<file path="config.mk">
export PLATFORM = sky130hd
export DESIGN_NAME = wash_run_flat
export DESIGN_NICKNAME = d
export VERILOG_FILES = /design/src/rtl/wash_run_if.sv /design/src/rtl/wash_run.sv /design/src/flat_wrapper.sv
export SDC_FILE = /design/constraint.sdc
export NUM_CORES = 1
export LEC_CHECK = 0
export CORE_ASPECT_RATIO = 1.4
export CORE_UTILIZATION = 60
export DETAILED_ROUTE_END_ITERATION = 8
export PLACE_DENSITY_LB_ADDON = 0.12
export SYNTH_ARGS = -nofsm -noshare
export SYNTH_HDL_FRONTEND = slang
export SYNTH_SLANG_ARGS = --single-unit
</file>
<file path="constraint.sdc">
create_clock -name clk -period 8 [get_ports clk]
set_input_delay 0.8 -clock clk [delete_from_list [all_inputs] [get_ports clk]]
set_output_delay 0.8 -clock clk [all_outputs]
set_load 0.005 [all_outputs]
</file>
<file path="src/rtl/wash_run_if.sv">
// Front-panel handoff bundle between the input stage (master) and the washer run controller (slave).
// Start/pause/ack are single-cycle pulses; lid_open is a level.
interface wash_run_if;
    logic       start;
    logic [1:0] mode;
    logic [4:0] weight;
    logic [9:0] bal_in;
    logic       pause;
    logic       lid_open;
    logic       ack;
    logic       busy;
    logic       done;
    logic       err;
    logic [9:0] bal_out;
    logic [2:0] phase;
    logic [3:0] d0;
    logic [3:0] d1;
    logic [3:0] d2;

    modport master (
        output start, mode, weight, bal_in, pause, lid_open, ack,
        input  busy, done, err, bal_out, phase, d0, d1, d2
    );

    modport slave (
        input  start, mode, weight, bal_in, pause, lid_open, ack,
        output busy, done, err, bal_out, phase, d0, d1, d2
    );
endinterface

</file>
<file path="src/rtl/wash_run.sv">
// Washer run controller: price/load check and charge, then timed WASH->RINSE->SPIN with pause/lid interlock.
// One CHECK cycle follows an accepted start; starts outside IDLE are dropped; DONE/ERR hold until ack.
module wash_run #(
    parameter int TICK_DIV   = 100_000_000,
    parameter int WASH_S     = 20,
    parameter int RINSE_S    = 10,
    parameter int SPIN_S     = 15,
    parameter int PRICE_BASE = 5,
    parameter int MAX_KG     = 20
) (
    input  logic      clk,
    input  logic      rst,
    wash_run_if.slave ctl
);
    typedef enum logic [2:0] {
        S_IDLE, S_CHECK, S_WASH, S_RINSE, S_SPIN, S_PAUSE, S_DONE, S_ERR
    } state_e;

    localparam int         TW       = (TICK_DIV > 1) ? $clog2(TICK_DIV) : 1;
    localparam logic [5:0] MAX_KG_W = 6'(MAX_KG);

    state_e          state_q, state_d;
    state_e          saved_q, saved_d;
    logic [1:0]      mode_q, mode_d;
    logic [4:0]      weight_q, weight_d;
    logic [9:0]      bal_q, bal_d;
    logic [9:0]      bal_out_q, bal_out_d;
    logic [TW-1:0]   tick_q, tick_d;
    logic [9:0]      prem_q, prem_d;
    logic [9:0]      trem_q, trem_d;
    state_e          nxt;
    state_e          shown;
    logic [9:0]      price;
    logic [9:0]      total;

    function automatic logic [9:0] phase_len(state_e s, logic [1:0] m);
        case (s)
            S_WASH:  return 10'(WASH_S * int'(m));
            S_RINSE: return 10'(RINSE_S * int'(m));
            S_SPIN:  return 10'(SPIN_S);
            default: return 10'd0;
        endcase
    endfunction

    // Zero-length phases are skipped; CHECK acts as the phase before WASH.
    function automatic state_e next_phase(state_e s, logic [1:0] m);
        state_e n;
        n = S_DONE;
        if (s == S_CHECK && phase_len(S_WASH, m) != 10'd0)
            n = S_WASH;
        else if ((s == S_CHECK || s == S_WASH) && phase_len(S_RINSE, m) != 10'd0)
            n = S_RINSE;
        else if (s != S_SPIN && phase_len(S_SPIN, m) != 10'd0)
            n = S_SPIN;
        return n;
    endfunction

    assign price = 10'(PRICE_BASE * (int'(mode_q) + 1)) + 10'(weight_q);
    assign total = phase_len(S_WASH, mode_q) + phase_len(S_RINSE, mode_q) + phase_len(S_SPIN, mode_q);

    always_comb begin
        state_d   = state_q;
        saved_d   = saved_q;
        mode_d    = mode_q;
        weight_d  = weight_q;
        bal_d     = bal_q;
        bal_out_d = bal_out_q;
        tick_d    = tick_q;
        prem_d    = prem_q;
        trem_d    = trem_q;
        nxt       = state_q;
        case (state_q)
            S_IDLE: begin
                if (ctl.start) begin
                    mode_d   = ctl.mode;
                    weight_d = ctl.weight;
                    bal_d    = ctl.bal_in;
                    state_d  = S_CHECK;
                end
            end
            S_CHECK: begin
                if ({1'b0, weight_q} > MAX_KG_W || weight_q == 5'd0 || price > bal_q) begin
                    bal_out_d = bal_q;
                    trem_d    = 10'd0;
                    state_d   = S_ERR;
                end else begin
                    nxt       = next_phase(S_CHECK, mode_q);
                    bal_out_d = bal_q - price;
                    trem_d    = total;
                    prem_d    = phase_len(nxt, mode_q);
                    tick_d    = '0;
                    state_d   = nxt;
                end
            end
            S_WASH, S_RINSE, S_SPIN: begin
                if (tick_q == TW'(TICK_DIV - 1)) begin
                    tick_d = '0;
                    trem_d = trem_q - 10'd1;
                    prem_d = prem_q - 10'd1;
                    if (prem_q == 10'd1) begin
                        nxt    = next_phase(state_q, mode_q);
                        prem_d = phase_len(nxt, mode_q);
                    end
                end else begin
                    tick_d = tick_q + 1'b1;
                end
                state_d = nxt;
                // The count for this cycle is kept, then we park on whichever phase comes next.
                if (nxt != S_DONE && (ctl.pause || ctl.lid_open)) begin
                    saved_d = nxt;
                    state_d = S_PAUSE;
                end
            end
            S_PAUSE: begin
                if (ctl.pause && !ctl.lid_open)
                    state_d = saved_q;
            end
            S_DONE: begin
                trem_d = 10'd0;
                if (ctl.ack)
                    state_d = S_IDLE;
            end
            S_ERR: begin
                if (ctl.ack)
                    state_d = S_IDLE;
            end
            default: state_d = S_IDLE;
        endcase
    end

    always_ff @(posedge clk or negedge rst) begin
        if (!rst) begin
            state_q   <= S_IDLE;
            saved_q   <= S_IDLE;
            mode_q    <= 2'd0;
            weight_q  <= 5'd0;
            bal_q     <= 10'd0;
            bal_out_q <= 10'd0;
            tick_q    <= '0;
            prem_q    <= 10'd0;
            trem_q    <= 10'd0;
        end else begin
            state_q   <= state_d;
            saved_q   <= saved_d;
            mode_q    <= mode_d;
            weight_q  <= weight_d;
            bal_q     <= bal_d;
            bal_out_q <= bal_out_d;
            tick_q    <= tick_d;
            prem_q    <= prem_d;
            trem_q    <= trem_d;
        end
    end

    assign shown       = (state_q == S_PAUSE) ? saved_q : state_q;
    assign ctl.busy    = (state_q == S_WASH) || (state_q == S_RINSE) ||
                         (state_q == S_SPIN) || (state_q == S_PAUSE);
    assign ctl.done    = (state_q == S_DONE);
    assign ctl.err     = (state_q == S_ERR);
    assign ctl.bal_out = bal_out_q;
    assign ctl.phase   = {shown == S_SPIN, shown == S_RINSE, shown == S_WASH};
    assign ctl.d0      = 4'(trem_q % 10'd10);
    assign ctl.d1      = 4'((trem_q / 10'd10) % 10'd10);
    assign ctl.d2      = 4'(trem_q / 10'd100);
endmodule

</file>
<file path="src/flat_wrapper.sv">
// flat-port wrapper written by rule: the top's interface ports become plain ports
module wash_run_flat 
#(
    parameter int TICK_DIV   = 100_000_000,
    parameter int WASH_S     = 20,
    parameter int RINSE_S    = 10,
    parameter int SPIN_S     = 15,
    parameter int PRICE_BASE = 5,
    parameter int MAX_KG     = 20
)
  (clk, rst, ctl_start, ctl_mode, ctl_weight, ctl_bal_in, ctl_pause, ctl_lid_open, ctl_ack, ctl_busy, ctl_done, ctl_err, ctl_bal_out, ctl_phase, ctl_d0, ctl_d1, ctl_d2);
  wash_run_if ctl_i ();
  input  logic clk;
  input  logic rst;
  input wire logic [$bits(ctl_i.start)-1:0] ctl_start;
  input wire logic [$bits(ctl_i.mode)-1:0] ctl_mode;
  input wire logic [$bits(ctl_i.weight)-1:0] ctl_weight;
  input wire logic [$bits(ctl_i.bal_in)-1:0] ctl_bal_in;
  input wire logic [$bits(ctl_i.pause)-1:0] ctl_pause;
  input wire logic [$bits(ctl_i.lid_open)-1:0] ctl_lid_open;
  input wire logic [$bits(ctl_i.ack)-1:0] ctl_ack;
  output wire logic [$bits(ctl_i.busy)-1:0] ctl_busy;
  output wire logic [$bits(ctl_i.done)-1:0] ctl_done;
  output wire logic [$bits(ctl_i.err)-1:0] ctl_err;
  output wire logic [$bits(ctl_i.bal_out)-1:0] ctl_bal_out;
  output wire logic [$bits(ctl_i.phase)-1:0] ctl_phase;
  output wire logic [$bits(ctl_i.d0)-1:0] ctl_d0;
  output wire logic [$bits(ctl_i.d1)-1:0] ctl_d1;
  output wire logic [$bits(ctl_i.d2)-1:0] ctl_d2;
  assign ctl_i.start = ctl_start;
  assign ctl_i.mode = ctl_mode;
  assign ctl_i.weight = ctl_weight;
  assign ctl_i.bal_in = ctl_bal_in;
  assign ctl_i.pause = ctl_pause;
  assign ctl_i.lid_open = ctl_lid_open;
  assign ctl_i.ack = ctl_ack;
  assign ctl_busy = ctl_i.busy;
  assign ctl_done = ctl_i.done;
  assign ctl_err = ctl_i.err;
  assign ctl_bal_out = ctl_i.bal_out;
  assign ctl_phase = ctl_i.phase;
  assign ctl_d0 = ctl_i.d0;
  assign ctl_d1 = ctl_i.d1;
  assign ctl_d2 = ctl_i.d2;
  wash_run #(.TICK_DIV(TICK_DIV), .WASH_S(WASH_S), .RINSE_S(RINSE_S), .SPIN_S(SPIN_S), .PRICE_BASE(PRICE_BASE), .MAX_KG(MAX_KG)) u_core (.clk(clk), .rst(rst), .ctl(ctl_i));
endmodule
</file>
## Word-level counts from Yosys, hierarchy flattened

Cells that the tools add are included.

- Register bits after elaboration: 80
- Output and inout bits: 28
- Logic and storage cells: 137

- Add/subtract/negate cells: 8
- Multiply operators: 3
- Div/mod/pow operators: 4
- Order comparisons: 2
- Eq/ne operators: 25
- Muxes and demuxes: 55
- Reductions and logical operators: 31

Operator list:

| operator | count |
|---|---|
| $mux W10 | 27 |
| $pmux W10 S3 | 3 |
| $reduce_bool A10 Y1 | 6 |
| $mux W27 | 2 |
| $mux W3 | 18 |
| $pmux W27 S2 | 1 |
| $mul A4 B32 Y10 const A | 1 |
| $add A27 B1 Y27 const B | 1 |
| $eq A27 B27 Y1 const B | 1 |
| $eq A3 B2 Y1 const B | 8 |
| $eq A3 B3 Y1 const B | 7 |
| $mod A10 B4 Y10 const B | 2 |
| $pmux W10 S2 | 1 |
| $sub A10 B1 Y10 const B | 2 |
| $pmux W3 S5 | 1 |
| $add A10 B10 Y10 | 1 |
| $add A10 B4 Y10 const B | 1 |
| $add A10 B5 Y10 | 1 |
| $div A10 B4 Y10 const B | 1 |
| $div A10 B7 Y10 const B | 1 |
| $eq A10 B1 Y1 const B | 1 |
| $gt A10 B10 Y1 | 1 |
| $mul A3 B2 Y5 const A | 2 |
| $sub A10 B10 Y10 | 1 |
| 18 further kinds | 37 |

## Logic depth before layout (Yosys ltp)

- Depth in word-level cells: 32
- Depth in mapped cells: 23
- Mapped depth without buffers: 21

## Worst setup path after synthesis

OpenSTA, ideal clock, no wires.

- Path type: reg-to-output
- From: register u_core.trem_q[5]
- To: output ctl_d1[3]
- Arrival: 4835 ps
- Path slack: 2365 ps
- Cell stages (with the launch flop): 24
- Path through: dfrtp_1 -> buf_4 -> clkbuf_1 -> nor4b_1 -> a31oi_1 -> o21ai_1 -> inv_1 -> ha_1 -> nand3_1 -> nor2_1 -> and3_4 -> a211oi_4 -> nor2_2 -> inv_1 -> ha_1 -> o311ai_0 -> o31ai_1 -> mux2i_2 -> o221ai_1 -> or4_4 -> xnor2_1 -> ha_1 -> or3b_1 -> o21ai_1

- Cells in the longest elaborated chain, start to end: 2

Ends and longest elaborated chain:

| element | line | text |
|---|---|---|
| from (decl) | wash_run.sv:30 | `logic [9:0] trem_q, trem_d;` |
| from (signal assigned) | wash_run.sv:151 | `trem_q <= trem_d;` |
| $div A10 B4 Y10 | wash_run.sv:163 | `assign ctl.d1 = 4'((trem_q / 10'd10) % 10'd10);` |
| $mod A10 B4 Y10 | wash_run.sv:163 |  |
| to (decl) | flat_wrapper.sv:28 | `output wire logic [$bits(ctl_i.d1)-1:0] ctl_d1;` |

No other way between the ends.

## Final worst setup path

- From: register u_core.trem_q[8]
- To: output ctl_d1[3]

Same word-level chain as after synthesis.

==> results.md <==
* Standard-cell rows at 45
* Die area at 11,900 um^2
* Post-synth top area cell: dfrtp_1
* CTS tree: built
* Top cell type's share of synthesized area at 29.1%
* Final min period at 7.50 ns
* Antenna violations before repair at 0
* Startpoint types: flop
* Fillers at 944
* FF+latch count, synth at 80
* Post-Syn Area at 6890 um^2
* Initial Utilization at 62.4%
* Most common cell in the netlist: nor2_1
* Final Skew at 0.00711 ns
* FFs w/ async S/R, synth at 100%
* Synthesized Nets at 935
* Final setup fails at 0
* Average cell area after synthesis at 7.88 um^2
* Crit path DAT at 6.70 ns
* Cts bufs inserted at 9
* Starting DRT DRC Count at 393
* Pin count of the biggest net entering global routing at 81
* Reg area at 2000 um^2
* Vias at 6,574
* Ratio of final minimum period to clock period at 93.8%
* Avg WL per Cell at 17.2 um
* Number of I/O pins at 51
* Number of flops mapped to enable cells by yosys at 0
* WP data required at 7.20 ns
* WS Path Type: reg2out
* Crit Reg-Reg Startpoint: u_core.mode_q[0]$_DFFE_PN0P_
* Final hold viol count at 0
* Die extent in x at 92.5 um
* Area of the core at 11,000 um^2
* Setup_tns at 0 ns
* Post-layout nets at 955
* Number of max-cap violations at 0
* Total GRT Usage at 31.1%
* Final Max Tran Viols at 0
* YS warnings at 0
* Initial DRT Pass Iterations at 5
* Via density at 6.33
* Port-buffer cells at 50
* Primary FF master, synth: dfrtp_1
* Clock sink total at 80
* Reg clk slew, reported paths at 0.06 ns
* Max_slew headroom at 19.3%
* Worst-margin pin slew at 1.21 ns
* # hold bufs at CTS at 0
* Fmax at 133 MHz
* Worst skew pair latency at 0.34 ns
* Fraction of layout cells with a size suffix above 1 at 7.80%
* Sequential-to-total area share from yosys stat at 29.1%
* N_diodes at 0
* Area delta synth->final at 11.5%
* DRT antenna net count at 0
* First-pass GRT wire length at 29.7 mm
* Post-synth top cells: 96 x nor2_1, 94 x o21ai_0, 88 x nand2_1
* Top area cells in the synthesized netlist: dfrtp_1 29%, o21ai_0 6.8%, ha_1 6.5%
* Hold Crit Start: u_core.tick_q[3]$_DFFE_PN0P_
* Synth cell types at 85
* Critical Path Source: u_core.trem_q[8]$_DFFE_PN0P_
* Area of the multi-input gates at 4520 um^2
* Syn Inst Count at 874
* Vias in the first global route at 6,342
* RSZ-0062 raised after global routing: false
* Outcome: finished clean
* Gr ovfl total at 0
* DR DRC count at 0
* Element type at the critical path end: output port
* Estimated wirelength of the detail-placed design at 12.8 mm
* Gpl congestion at 0.874
* Final wirelength at 17.8 mm
* Max Root-Sink Buffers at 2
* Root Driver: clkbuf_16
* H-Tree Depth at 3
* Worst Hold Class: reg2reg
* Crit Path Max Fanout at 33
* Min Hold Slack at 0.492 ns
* Die Y at 129 um
[critical path: stages (launching register included)]
cell             delay, ns
dfrtp_1               0.99
nor4b_1               0.19
a211oi_2              0.24
o21ai_1               0.15
nor2_2                0.52
inv_2                 0.17
o311ai_4              0.33
o21ai_2               0.16
a211oi_4              0.38
nor2_2                0.11
inv_1                 0.07
ha_1                  0.23
o311ai_0              0.12
o31ai_1               0.17
mux2i_2               0.37
o221ai_1              0.25
or4_4                 0.56
xnor2_1               0.17
ha_1                  0.21
or3b_1                0.36
o21ai_1               0.08
clkdlybuf4s50_1       0.51
[state kept, by name, indices dropped and copies added, names as in the netlist]
signal,cells
u_core.ctl.bal_out,10
u_core.mode_q,2
u_core.bal_q,10
u_core.prem_q,10
u_core.tick_q,27
u_core.trem_q,10
u_core.saved_q,3
u_core.weight_q,5
u_core.state_q,3
[per-stage QoR]
stage               setup slack, ns  instance area [um^2]  utilization, %  instances
CTS                           0.530                  7680            69.6       1039
global route                 0.0244                  7680            69.6       1039
floorplan                      2.36                  6890               -        874
finish                        0.499                  7680            69.6       1039
global placement               1.03                  7390            67.0       1024
detailed placement            0.938                  7390            67.0       1024
[layout make-up]
class / instances / share of cell area [%]
multi-input combinational: 708 / 58.8
sequential: 80 / 26.1
timing repair buffer: 57 / 7.17
clock buffer: 11 / 3.16
tap: 141 / 2.30
inverter: 38 / 1.86
clock inverter: 4 / 0.587
[worst paths after layout]
check,end,cells after the start,slack (ns)
max reg2reg,u_core.prem_q[6]$_DFFE_PN0P_,21,2.86
max,ctl_d1[3],21,0.50
min,u_core.tick_q[3]$_DFFE_PN0P_,1,0.49
min in group asynchronous,u_core.tick_q[24]$_DFFE_PN0P_,1,0.61
max in group asynchronous,u_core.trem_q[9]$_DFFE_PN0P_,1,6.63
min reg2reg,u_core.tick_q[3]$_DFFE_PN0P_,1,0.49
[cells in the final DEF (no fill, tap or decap), drive strengths merged, types with 6 or more instances in the layout]
| master | instances |
|---|---|
| buf | 8 |
| o21ai | 103 |
| nor2 | 98 |
| o31ai | 6 |
| nand3 | 26 |
| a21oi | 59 |
| nor3 | 25 |
| nand2b | 13 |
| clkdlybuf4s50 | 49 |
| a31oi | 18 |
| dfrtp | 80 |
| o211ai | 6 |
| ha | 36 |
| xnor2 | 27 |
| o21a | 7 |
| mux2i | 15 |
| and3 | 18 |
| clkbuf | 11 |
| a211oi | 8 |
| inv | 38 |
| nand4 | 7 |
| nor2b | 8 |
| a21o | 10 |
| xor2 | 19 |
| or2 | 6 |
| mux2 | 18 |
| o22ai | 7 |
| nand2 | 88 |
[logic make-up after synthesis]
logic type | synth area share (%)
mux | 5.18
fa+ha+maj | 7.56
buf+inv | 5.31
compound gates | 25.3
flops | 29.1
xor+xnor | 5.85
simple gates | 21.8
[timing repair]
item | CTS | global route
setup endpoints to repair | 0 | 1
gates resized for setup | 0 | 1
setup buffers | 0 | 0
[layer usage]
metal	vias to the layer above	wire, um	track usage [%]
met5	-	0	0
li1	3178	-	-
met1	3165	7190	36.2
met2	194	9480	57.9
met4	0	473	11.9
met3	37	691	3.66
Power is left out: the tool's default activity adds up to more than one toggle a clock period on the data nets, which glitch-free logic cannot reach.
